--- src/rtl/load_store_unit.sv ---
// Load/store unit: single outstanding data-memory access with byte/half/word lanes and writeback pulse.
// Optional build macro LSU_MISALIGN_TRAP_EN traps misaligned half/word accesses instead of aligning them.
module load_store_unit (
  input  logic        clk,
  input  logic        rst_n,
  input  logic        ex_valid,
  output logic        ex_ready,
  input  logic [31:0] alu_result,
  input  logic [31:0] store_data,
  input  logic        mem_read,
  input  logic        mem_write,
  input  logic [2:0]  funct3,
  input  logic [4:0]  rd,
  output logic        dmem_req,
  output logic        dmem_we,
  output logic [31:0] dmem_addr,
  output logic [31:0] dmem_wdata,
  output logic [3:0]  dmem_be,
  input  logic        dmem_gnt,
  input  logic        dmem_rvalid,
  input  logic [31:0] dmem_rdata,
  output logic        wb_valid,
  output logic [4:0]  wb_rd,
  output logic [31:0] wb_data,
  output logic        misalign
);

  typedef enum logic [1:0] {IDLE, REQ, WAIT, RESP} state_t;

  localparam logic [1:0] SZ_BYTE = 2'd0;
  localparam logic [1:0] SZ_HALF = 2'd1;
  localparam logic [1:0] SZ_WORD = 2'd2;

  state_t      state;
  logic [1:0]  addr_lo_reg;
  logic [1:0]  size_reg;
  logic        uns_reg;
  logic [4:0]  rd_reg;
  logic        misalign_reg;

  logic        is_mem;
  logic [1:0]  size_in;
  logic [31:0] addr_fix;
  logic [3:0]  be_in;
  logic [31:0] wdata_in;
  logic [31:0] shifted;
  logic [31:0] load_val;
  logic        trap;

  assign ex_ready = (state == IDLE);
  assign misalign = misalign_reg;
  // Both op bits set is illegal and falls through as a plain writeback.
  assign is_mem   = mem_read ^ mem_write;

  always_comb begin
    size_in = SZ_WORD;
    if (funct3[1:0] == 2'b00)
      size_in = SZ_BYTE;
    else if (funct3[1:0] == 2'b01)
      size_in = SZ_HALF;
  end

`ifdef LSU_MISALIGN_TRAP_EN
  assign trap = is_mem && (((size_in == SZ_HALF) && alu_result[0]) ||
                           ((size_in == SZ_WORD) && (alu_result[1:0] != 2'b00)));
`else
  assign trap = 1'b0;
`endif

  // Without the trap, misaligned low bits are simply dropped.
  always_comb begin
    addr_fix = alu_result;
    if (size_in == SZ_HALF)
      addr_fix[0] = 1'b0;
    else if (size_in == SZ_WORD)
      addr_fix[1:0] = 2'b00;
  end

  always_comb begin
    be_in    = 4'b1111;
    wdata_in = store_data;
    if (size_in == SZ_BYTE) begin
      be_in    = 4'b0001 << addr_fix[1:0];
      wdata_in = {4{store_data[7:0]}};
    end else if (size_in == SZ_HALF) begin
      be_in    = 4'b0011 << addr_fix[1:0];
      wdata_in = {2{store_data[15:0]}};
    end
  end

  assign shifted = dmem_rdata >> {addr_lo_reg, 3'b000};

  always_comb begin
    load_val = dmem_rdata;
    if (size_reg == SZ_BYTE)
      load_val = uns_reg ? {24'd0, shifted[7:0]} : {{24{shifted[7]}}, shifted[7:0]};
    else if (size_reg == SZ_HALF)
      load_val = uns_reg ? {16'd0, shifted[15:0]} : {{16{shifted[15]}}, shifted[15:0]};
  end

  always_ff @(posedge clk or negedge rst_n) begin
    if (!rst_n) begin
      state        <= IDLE;
      addr_lo_reg  <= 2'd0;
      size_reg     <= SZ_BYTE;
      uns_reg      <= 1'b0;
      rd_reg       <= 5'd0;
      misalign_reg <= 1'b0;
      dmem_req     <= 1'b0;
      dmem_we      <= 1'b0;
      dmem_addr    <= 32'd0;
      dmem_wdata   <= 32'd0;
      dmem_be      <= 4'd0;
      wb_valid     <= 1'b0;
      wb_rd        <= 5'd0;
      wb_data      <= 32'd0;
    end else begin
      wb_valid     <= 1'b0;
      misalign_reg <= 1'b0;
      case (state)
        IDLE: begin
          if (ex_valid) begin
            if (!is_mem) begin
              wb_valid <= 1'b1;
              wb_data  <= alu_result;
              wb_rd    <= rd;
            end else if (trap) begin
              wb_valid     <= 1'b1;
              wb_rd        <= 5'd0;
              misalign_reg <= 1'b1;
            end else begin
              addr_lo_reg <= addr_fix[1:0];
              size_reg    <= size_in;
              uns_reg     <= funct3[2];
              rd_reg      <= rd;
              dmem_req    <= 1'b1;
              dmem_we     <= mem_write;
              dmem_addr   <= {addr_fix[31:2], 2'b00};
              dmem_be     <= be_in;
              dmem_wdata  <= wdata_in;
              state       <= REQ;
            end
          end
        end
        REQ: begin
          // Request outputs are untouched here until the grant arrives.
          if (dmem_gnt) begin
            dmem_req <= 1'b0;
            dmem_we  <= 1'b0;
            if (dmem_we) begin
              wb_valid <= 1'b1;
              wb_rd    <= 5'd0;
              state    <= RESP;
            end else begin
              state <= WAIT;
            end
          end
        end
        WAIT: begin
          if (dmem_rvalid) begin
            wb_valid <= 1'b1;
            wb_data  <= load_val;
            wb_rd    <= rd_reg;
            state    <= RESP;
          end
        end
        RESP: state <= IDLE;
        default: state <= IDLE;
      endcase
    end
  end

endmodule

--- config.mk ---
export PLATFORM = sky130hd
export DESIGN_NAME = load_store_unit
export DESIGN_NICKNAME = d
export VERILOG_FILES = /design/src/rtl/load_store_unit.sv
export SDC_FILE = /design/constraint.sdc
export NUM_CORES = 1
export LEC_CHECK = 0
export ABC_AREA = 1
export BUFFER_PORTS_ARGS = -buffer_cell sky130_fd_sc_hd__buf_4
export CAP_MARGIN = 20
export CORE_MARGIN = 3
export CORE_UTILIZATION = 50
export CTS_CLUSTER_SIZE = 24
export DETAILED_ROUTE_END_ITERATION = 8
export PLACE_DENSITY = 0.81
export SYNTH_ARGS = -nofsm -noshare
export SYNTH_HDL_FRONTEND = slang
export SYNTH_SLANG_ARGS = --single-unit
--- constraint.sdc ---
create_clock -name clk -period 1.9 [get_ports clk]
set_input_delay 0.095 -clock clk [delete_from_list [all_inputs] [get_ports clk]]
set_output_delay 0.095 -clock clk [all_outputs]
set_load 0.02 [all_outputs]
==> results of run 1 <==
==> layout make-up <==
class,instances,area [µm²]
Fill cell,804,2510
Timing Repair Buffer,300,2470
Clock buffer,23,468
Inverter,78,293
Multi-Input combinational cell,550,2510
Tap cell,143,179
Sequential cell,118,2950
Clock inverter,9,125
==> cells in the mapped netlist <==
library cell	n	area [µm²]
nand2_1	272	1020
dfrtp_1	118	2950
o21ai_0	79	395
inv_1	74	278
a21oi_1	55	275
nor2_1	47	176
nand3_1	27	135
o21ai_1	25	125
clkbuf_1	17	63.8
buf_2	16	80.1
a31oi_1	8	50.1
a41oi_1	8	70.1
ha_1	7	87.6
buf_4	4	30.0
buf_1	3	11.3
inv_2	3	11.3
o21a_1	3	22.5
o22ai_1	3	18.8
buf_6	2	22.5
nand2_2	2	12.5
nand2_4	2	22.5
nor2_2	2	12.5
a211oi_1	1	7.51
clkinv_1	1	3.75
conb_1	1	3.75
nand3_2	1	10.0
nor2_4	1	11.3
o211ai_1	1	7.51
o21ai_2	1	8.76
o21bai_1	1	7.51
o31ai_1	1	7.51
==> metal layers <==
layer,part of all wire (%),GRT usage [%]
met1,41,36.3
met2,49,48.4
met3,7.6,7.79
met4,2.5,10.6
met5,0,0
==> where the power goes <==
| group | leakage (nW) | internal [mW] | switching, mW |
|---|---|---|---|
| combinational | 3.04 | 3.21 | 4.86 |
| clock | 0.287 | 2.12 | 1.10 |
| sequential | 1.44 | 3.75 | 0.794 |
==> kinds of logic (layout without fill, tap and decap cells) <==
logic type                 after synthesis  after routing  synth area share (%)
AOI/OAI and AO/OA                      186            186                  16.8
adders and majority gates                7              7                  1.47
buffers and inverters                  120            410                  8.42
DFF                                    118            118                  49.7
other                                    1              3                0.0631
and+or+nand+nor                        354            354                  23.6
==> final timing paths <==
kind	endpoint	slack, ps	depth (start not counted)
max	dmem_wdata[22]	120	8
min	dmem_addr[25]	5	3
max reg2reg	dmem_wdata[22]	120	8
min reg2reg	dmem_addr[7]	480	2
max in group asynchronous	wb_data[9]	1190	3
min in group asynchronous	dmem_addr[26]	100	2
==> what timing repair did <==
action	4_1_cts	5_1_grt
hold buffers	62	0
endpoints found under the setup margin	0	74
endpoints found under the hold margin	179	0
gates resized for setup	0	5
==> worst register-to-register path: stages, from the launching register on <==
cell     delay [ps]
dfrtp_1         370
inv_1           190
ha_4            210
nand2_1         120
nor2_4          170
inv_2            70
buf_12          230
nand2_1         150
o21ai_0         120
==> flow_summary.toml, run 1 <==
[status]
status = "complete, no violations"

[synthesis]
ys_types = 31
syn_inst = 786
synth_area_mm2 = 0.00594
syn_area_per_cell_um2 = 7.56
yosys_register_bits = 118
ys_seq_area_share_pct = 49.7
ys_warn_count = 0

[die]
dieArea_mm2 = 0.0132
core-area_mm2 = 0.0115
die_x_um = 115
row_count = 39
die_h_um = 115
ios = 221
start_util_pct = 51.6

[worst_setup_path]
crit_path_start = "state[0]"
end_kind = "register"
startpoint_type = "register"
crit_top_cell = "nand2_1"
worstSetupPathType = "reg2reg"
critPathMaxStageDelay_ps = 370
worstPathRequired_ps = 2150
worstReg2RegStart = "state[0]"
cp_max_fo = 104
timing.critical_path.buf_inv = 3
cp_top_family = "buffers and inverters"
cp_slowest_cell = "dfrtp_1"
worstPathArrival_ps = 2030
crit_chain = "inv_1, ha_4, nand2_1, nor2_4, inv_2, buf_12, nand2_1, o21ai_0"

[timing]
holdWs_ps = 4.54
timing.final.crit_share_pct = 93.8
tns_ps = 0
fmax_ghz = 0.561
slew_viol_final = 0
finalSetupViolCount = 0
rsz0062_at_grt = "false"
fin_skew_ps = 5.79
hold_viol = 0
fin_ws_ps = 117
period_needed_ps = 1780

[placement]
dp_hpwl_um = 13100
post_dp_cell_area_mm2 = 0.00777
placed_cells = 1127
portBuffers = 217
gp_congestion = 0.904
pre_cts_ws_ps = 89.0

[finish]
reg.largest.list = "dmem_wdata: 32 flops, wb_data: 32 flops, dmem_addr: 30 flops"
area_growth_pct = 51.5
final_cell_mix = "nand2_1 (272), buf_4 (232), dfrtp_1 (118)"
finish.utilization_pct = 78.2
final_net_count = 1183
diodes = 0
postLayoutCellArea_mm2 = 0.00900
fin_cells = 1221
drive_gt1_share_pct = 26.0
mostFrequentLayoutCell = "nand2_1"

[clocking]
h-tree-depth = 4
clock_sinks = 118
clk_latency_ps = 410
cts_buffers = 17
root_buffer = "clkbuf_16"
post_cts_buffers = 0
clock_tree.buffer_depth = 2
cts.reportedPaths.clkPinSlew_ps = 50
cts_tree = "done"

[routing]
dr.pass1.iters = 6
drc_errors = 0
num_vias = 6311
final_antenna_net_count = 0
detail_route.wl_per_cell_um = 15.9
drt_wl_total_um = 19400
dr.first_iter.drc_count = 416
drt-vias-per-instance = 5.17

[global_routing]
track_usage_pct = 29.0
first_global_vias = 6177
grt_overflow_total = 0
grt_max_degree = 105
grt_first_pass_wirelength_um = 30400
antenna_found_initial = 0

[pwr]
power_density_mw_per_mm2 = 1760
p_leak_nw = 4.77
ir_drop_mv = 1.04
power_mw = 15.8

[hold_path]
min_from = "alu_result[25]"
holdCritPathClass = "in2reg"

[run]
cap_violations = 0
(Power assumes the default switching activity.)
==> run 2, diff against run 1 <==
--- a/config.mk
+++ b/config.mk
@@ -14,4 +14,5 @@
 export DETAILED_ROUTE_END_ITERATION = 8
 export PLACE_DENSITY = 0.81
+export REMOVE_ABC_BUFFERS = 1
 export SYNTH_ARGS = -nofsm -noshare
 export SYNTH_HDL_FRONTEND = slang
==> constraint.sdc (replaced) <==
create_clock -name clk -period 1.9 [get_ports clk]
set_input_delay 0.19 -clock clk [delete_from_list [all_inputs] [get_ports clk]]
set_output_delay 0.19 -clock clk [all_outputs]
set_load 0.02 [all_outputs]
==> run 2 against run 1 <==
Compared with the run above: non-clock buffer count fell by 56; flip-flop and latch count unchanged; die area stayed put.
==> flow_summary.toml, run 2 (same netlist as run 1, synthesis figures left out) <==
[pwr]
p_switching_mw = 6.75
swShare_pct = 42.4
ir_drop_mv = 1.01
power_density_mw_per_mm2 = 1870
power_mw = 15.9
intPower_mw = 9.17
share_clk_of_total_power_pct = 21.7
combPwrFrac_pct = 50.1
p_leak_nw = 4.56
seqPwrFrac_pct = 28.2

[die]
row_count = 39
die_x_um = 115
ios = 221
die_h_um = 115
dieArea_mm2 = 0.0132
core-area_mm2 = 0.0115
start_util_pct = 51.6

[global_routing]
grt_first_pass_wirelength_um = 28200
first_global_vias = 5679
track_usage_pct = 26.8
antenna_found_initial = 0
grt_max_degree = 59
grt_overflow_total = 0

[finish]
area_growth_pct = 43.0
finish.utilization_pct = 73.8
postLayoutCellArea_mm2 = 0.00850
final_net_count = 1127
fillers = 901
final_cell_mix = "nand2_1 (272), buf_4 (234), dfrtp_1 (118)"
diodes = 0
drive_gt1_share_pct = 28.1
regArea_mm2 = 0.00295
reg.largest.list = "dmem_wdata: 32 flops, wb_data: 32 flops, dmem_addr: 30 flops"
multiInputGateArea_mm2 = 0.00251
mostFrequentLayoutCell = "nand2_1"

[routing]
dr.first_iter.drc_count = 469
drt_wl_total_um = 17500
detail_route.wl_per_cell_um = 15.0
num_vias = 5962
drt-vias-per-instance = 5.12
drc_errors = 0
dr.pass1.iters = 5
final_antenna_net_count = 0

[timing]
tns_ps = 0
finalSetupViolCount = 0
fmax_ghz = 0.567
slew_viol_final = 0
fin_ws_ps = 137
hold_viol = 0
timing.final.crit_share_pct = 92.8
period_needed_ps = 1760
fin_skew_ps = 8.53

[worst_setup_path]
worstSetupPathType = "reg2reg"
startpoint_type = "register"
worstPathRequired_ps = 2220
end_kind = "register"
worstPathArrival_ps = 2080
cp_max_fo = 35

[placement]
gp_congestion = 0.904
portBuffers = 217
pre_cts_ws_ps = 70.4
dp_hpwl_um = 12700
post_dp_cell_area_mm2 = 0.00780

[clocking]
root_buffer = "clkbuf_16"
clk_latency_ps = 410
h-tree-depth = 4
clock_sinks = 118
cts.reportedPaths.clkPinSlew_ps = 60
cts_tree = "done"
post_cts_buffers = 0
clock_tree.buffer_depth = 2
cts_buffers = 17

[run]
cap_violations = 0

[status]
status = "complete, no violations"

[hold_path]
holdCritPathClass = "in2reg"
[run 2: changes by cell type in the layout (fill, tap and decap cells not counted)]
cell | before | now
buf_12 | 5 | 6
clkinv_2 | 4 | 1
bufinv_16 | 3 | 4
clkbuf_1 | 4 | 0
clkinv_4 | 0 | 4
inv_6 | 0 | 2
o21ai_1 | 26 | 25
clkbuf_8 | 2 | 1
o21ai_0 | 78 | 79
dlygate4sd3_1 | 62 | 3
buf_4 | 232 | 234
clkinvlp_4 | 2 | 3
[run 2: what timing repair did]
item / in CTS / in global routing
setup endpoints to repair: 0 / 86
hold buffers: 3 / 0
gates resized for setup: 0 / 4
endpoints found under the hold margin: 94 / 0
[run 2: power by group through the flow]
stage	sequential (mW)	combinational, mW	clock [mW]
finish	4.49	7.98	3.45
global route	4.63	8.79	3.62
CTS	4.49	7.94	3.49
detailed placement	4.50	7.88	0
global placement	4.50	7.69	0
floorplan	5.79	3.14	0
[run 2: critical path, stage by stage, from the launching register on]
cell and delay (ps):
dfrtp_1 420, inv_1 210, ha_4 210, nand2_1 110
nor2_4 180, buf_12 190, o21ai_0 170, o21ai_0 180
[run 2: area by class of cell]
| cell class | instances | area share, % |
|---|---|---|
| multi-input combinational | 550 | 29.6 |
| timing repair buffer | 244 | 22.6 |
| clock inverter | 14 | 2.36 |
| sequential | 118 | 34.8 |
| clock buffer | 18 | 5.17 |
| inverter | 78 | 3.45 |
| tap | 143 | 2.11 |
[run 2: per-stage QoR]
stage | instances | hold slack (ps)
final | 1165 | 18.2
after global routing | 1165 | 17.4
after CTS | 1165 | 7.73
after detailed placement | 1130 | 71.9
after global placement | 1130 | 69.9
after floorplan | 746 | -106
[run 2: path summary, 6_finish.rpt]
path,startpoint,endpoint,depth (start not counted),slack [ps]
worst max-delay path,state[1],dmem_be[2],7,140
worst min-delay path,store_data[23],dmem_wdata[23],3,20
worst max register to register,state[1],dmem_be[2],7,140
worst min register to register,wb_data[8],wb_data[8],2,480
max in group asynchronous,rst_n,dmem_addr[22],3,1100
min in group asynchronous,rst_n,wb_data[2],2,190
[run 2: per-layer routing]
metal  vias up  global-route usage, %  wire length (µm)
met5         -                      0                 0
met4         0                   6.73               198
met3        17                   8.53              1650
met2       251                   43.5              8390
met1      2733                   35.1              7240
li1       2961                      -                 -
==> run 3, diff against run 2 <==
Settings changed: CORE_UTILIZATION 50 to 51, CTS_BUF_LIST from default to sky130_fd_sc_hd__clkbuf_4 sky130_fd_sc_hd__clkbuf_8, MAX_ROUTING_LAYER from default to met4, PLACE_DENSITY 0.81 to 0.82.
==> run 3 against run 2 <==
Compared with the run above: non-clock buffer count increased by 2; critical path depth increased by 3; first-iteration DRC count fell by 8.7%; fmax is 1.6% higher; clock skew is essentially flat; worst hold slack better by 8.9 ps; register-to-register slack better by 30 ps; largest cell class unchanged; largest power group unchanged; highest routed layer unchanged.
==> flow_summary.toml, run 3 (same netlist as run 1, synthesis figures left out) <==
[status]
status = "complete, no violations"

[finish]
finish.utilization_pct = 74.2
drive_gt1_share_pct = 28.1
final_cell_mix = "nand2_1 (272), buf_4 (233), dfrtp_1 (117)"
postLayoutCellArea_mm2 = 0.00826
fillers = 910
area_growth_pct = 39.0
reg.largest.list = "dmem_wdata: 32 flops, wb_data: 32 flops, dmem_addr: 30 flops"
final_net_count = 1129
mostFrequentLayoutCell = "nand2_1"
multiInputGateArea_mm2 = 0.00250
diodes = 0
regArea_mm2 = 0.00295

[clocking]
cts_tree = "done"
h-tree-depth = 4
clock_sinks = 118
clk_latency_ps = 430
post_cts_buffers = 0
cts.reportedPaths.clkPinSlew_ps = 70
clock_tree.buffer_depth = 2
root_buffer = "clkbuf_8"
cts_buffers = 17

[die]
core-area_mm2 = 0.0111
ios = 221
die_h_um = 114
start_util_pct = 53.4
dieArea_mm2 = 0.0130
die_x_um = 114
row_count = 38

[timing]
fin_skew_ps = 8.28
finalSetupViolCount = 0
slew_viol_final = 0
timing.final.crit_share_pct = 91.3
fmax_ghz = 0.577
tns_ps = 0
period_needed_ps = 1730
hold_viol = 0
rsz0062_at_grt = "false"

[hold_path]
min_from = "alu_result[16]"
holdCritPathClass = "in2reg"
hold_depth = 3
whs_endpoint = "dmem_addr[16]"

[worst_setup_path]
worstPathRequired_ps = 2270
cp_slowest_cell = "dfrtp_2"
rrSetupSlack_ps = 170
worstReg2RegStart = "state[0]"
worstPathArrival_ps = 2100
crit_top_cell = "nand2_1"
cp_max_fo = 63
worstSetupPathType = "reg2reg"
startpoint_type = "register"
r2r_cells = 10
end_kind = "register"
crit_chain = "inv_2, ha_1, nand2_1, o21ai_0, nor2_1, nand2_2, buf_12, a21oi_1, nand2_1, nand2_1"
critPathMaxStageDelay_ps = 420
r2r-end = "wb_data[13]"

[routing]
dr.first_iter.drc_count = 428
detail_route.wl_per_cell_um = 14.9
drt-vias-per-instance = 5.14
num_vias = 5975
dr.pass1.iters = 5
drt_wl_total_um = 17400
drc_errors = 0
final_antenna_net_count = 0

[global_routing]
first_global_vias = 5799
antenna_found_initial = 0
grt_first_pass_wirelength_um = 28200
track_usage_pct = 28.1
grt_overflow_total = 0
grt_max_degree = 64

[run]
cap_violations = 0

[placement]
portBuffers = 217
post_dp_cell_area_mm2 = 0.00777
dp_hpwl_um = 13000
gp_congestion = 0.902

[pwr]
power_density_mw_per_mm2 = 1780
power_mw = 14.7
p_leak_nw = 4.46
ir_drop_mv = 1.10
## run 3: layer usage
metal  part of all wire (%)  track usage (%)  routed length (µm)  up-vias
li1                       -                -                   -     2967
met1                     40             34.9                7010     2738
met2                     48             44.1                8420      243
met3                    9.4             9.28                1640       27
met4                    1.8             7.92                 319        0
met5                      0                -                   0        -
## run 3: per-stage QoR
stage | setup WS [ps] | instances | hold WS, ps
after detailed placement | 26.9 | 1125 | 157
after global placement | 121 | 1125 | 149
after CTS | 45.2 | 1162 | 6.63
final | 166 | 1163 | 27.1
after global routing | 2.60 | 1163 | 7.98
after floorplan | -782 | 746 | -106
## run 3: worst max path at each step
| stage | startpoint | end | depth (start not counted) |
|---|---|---|---|
| CTS | state[0] | dmem_be[0] | 7 |
| finish | state[0] | wb_data[13] | 10 |
| floorplan | state[0] | dmem_wdata[23] | 8 |
| global placement | state[0] | dmem_addr[19] | 8 |
| detailed placement | state[0] | dmem_addr[22] | 8 |
| global route | addr_lo_reg[1] | wb_data[19] | 7 |
## run 3: critical path: cells and delay by family (launching register included)
family / cells / cell delay (ps)
fa+ha+maj: 1 / 220
compound gates: 2 / 250
simple gates: 5 / 480
buf+inv: 2 / 270
flops: 1 / 420
## run 3: final cells by class
cell class / count / share of cell area (%)
clock buffer: 21 / 3.27
clock inverter: 10 / 1.58
inverter: 78 / 3.55
multi-input combinational: 550 / 30.3
sequential: 118 / 35.8
tap: 140 / 2.12
timing repair buffer: 246 / 23.4
## run 3: what timing repair did
action,CTS,global route
resized for setup,1,6
hold buffers,6,1
setup endpoints to repair,1,79
endpoints found under the hold margin,31,1
## run 3: power by group
part	switching [mW]	internal, mW	leakage [nW]	total [mW]
Clock	0.998	1.35	0.205	2.35
Combinational	4.72	3.10	2.81	7.83
Sequential	0.782	3.74	1.44	4.52
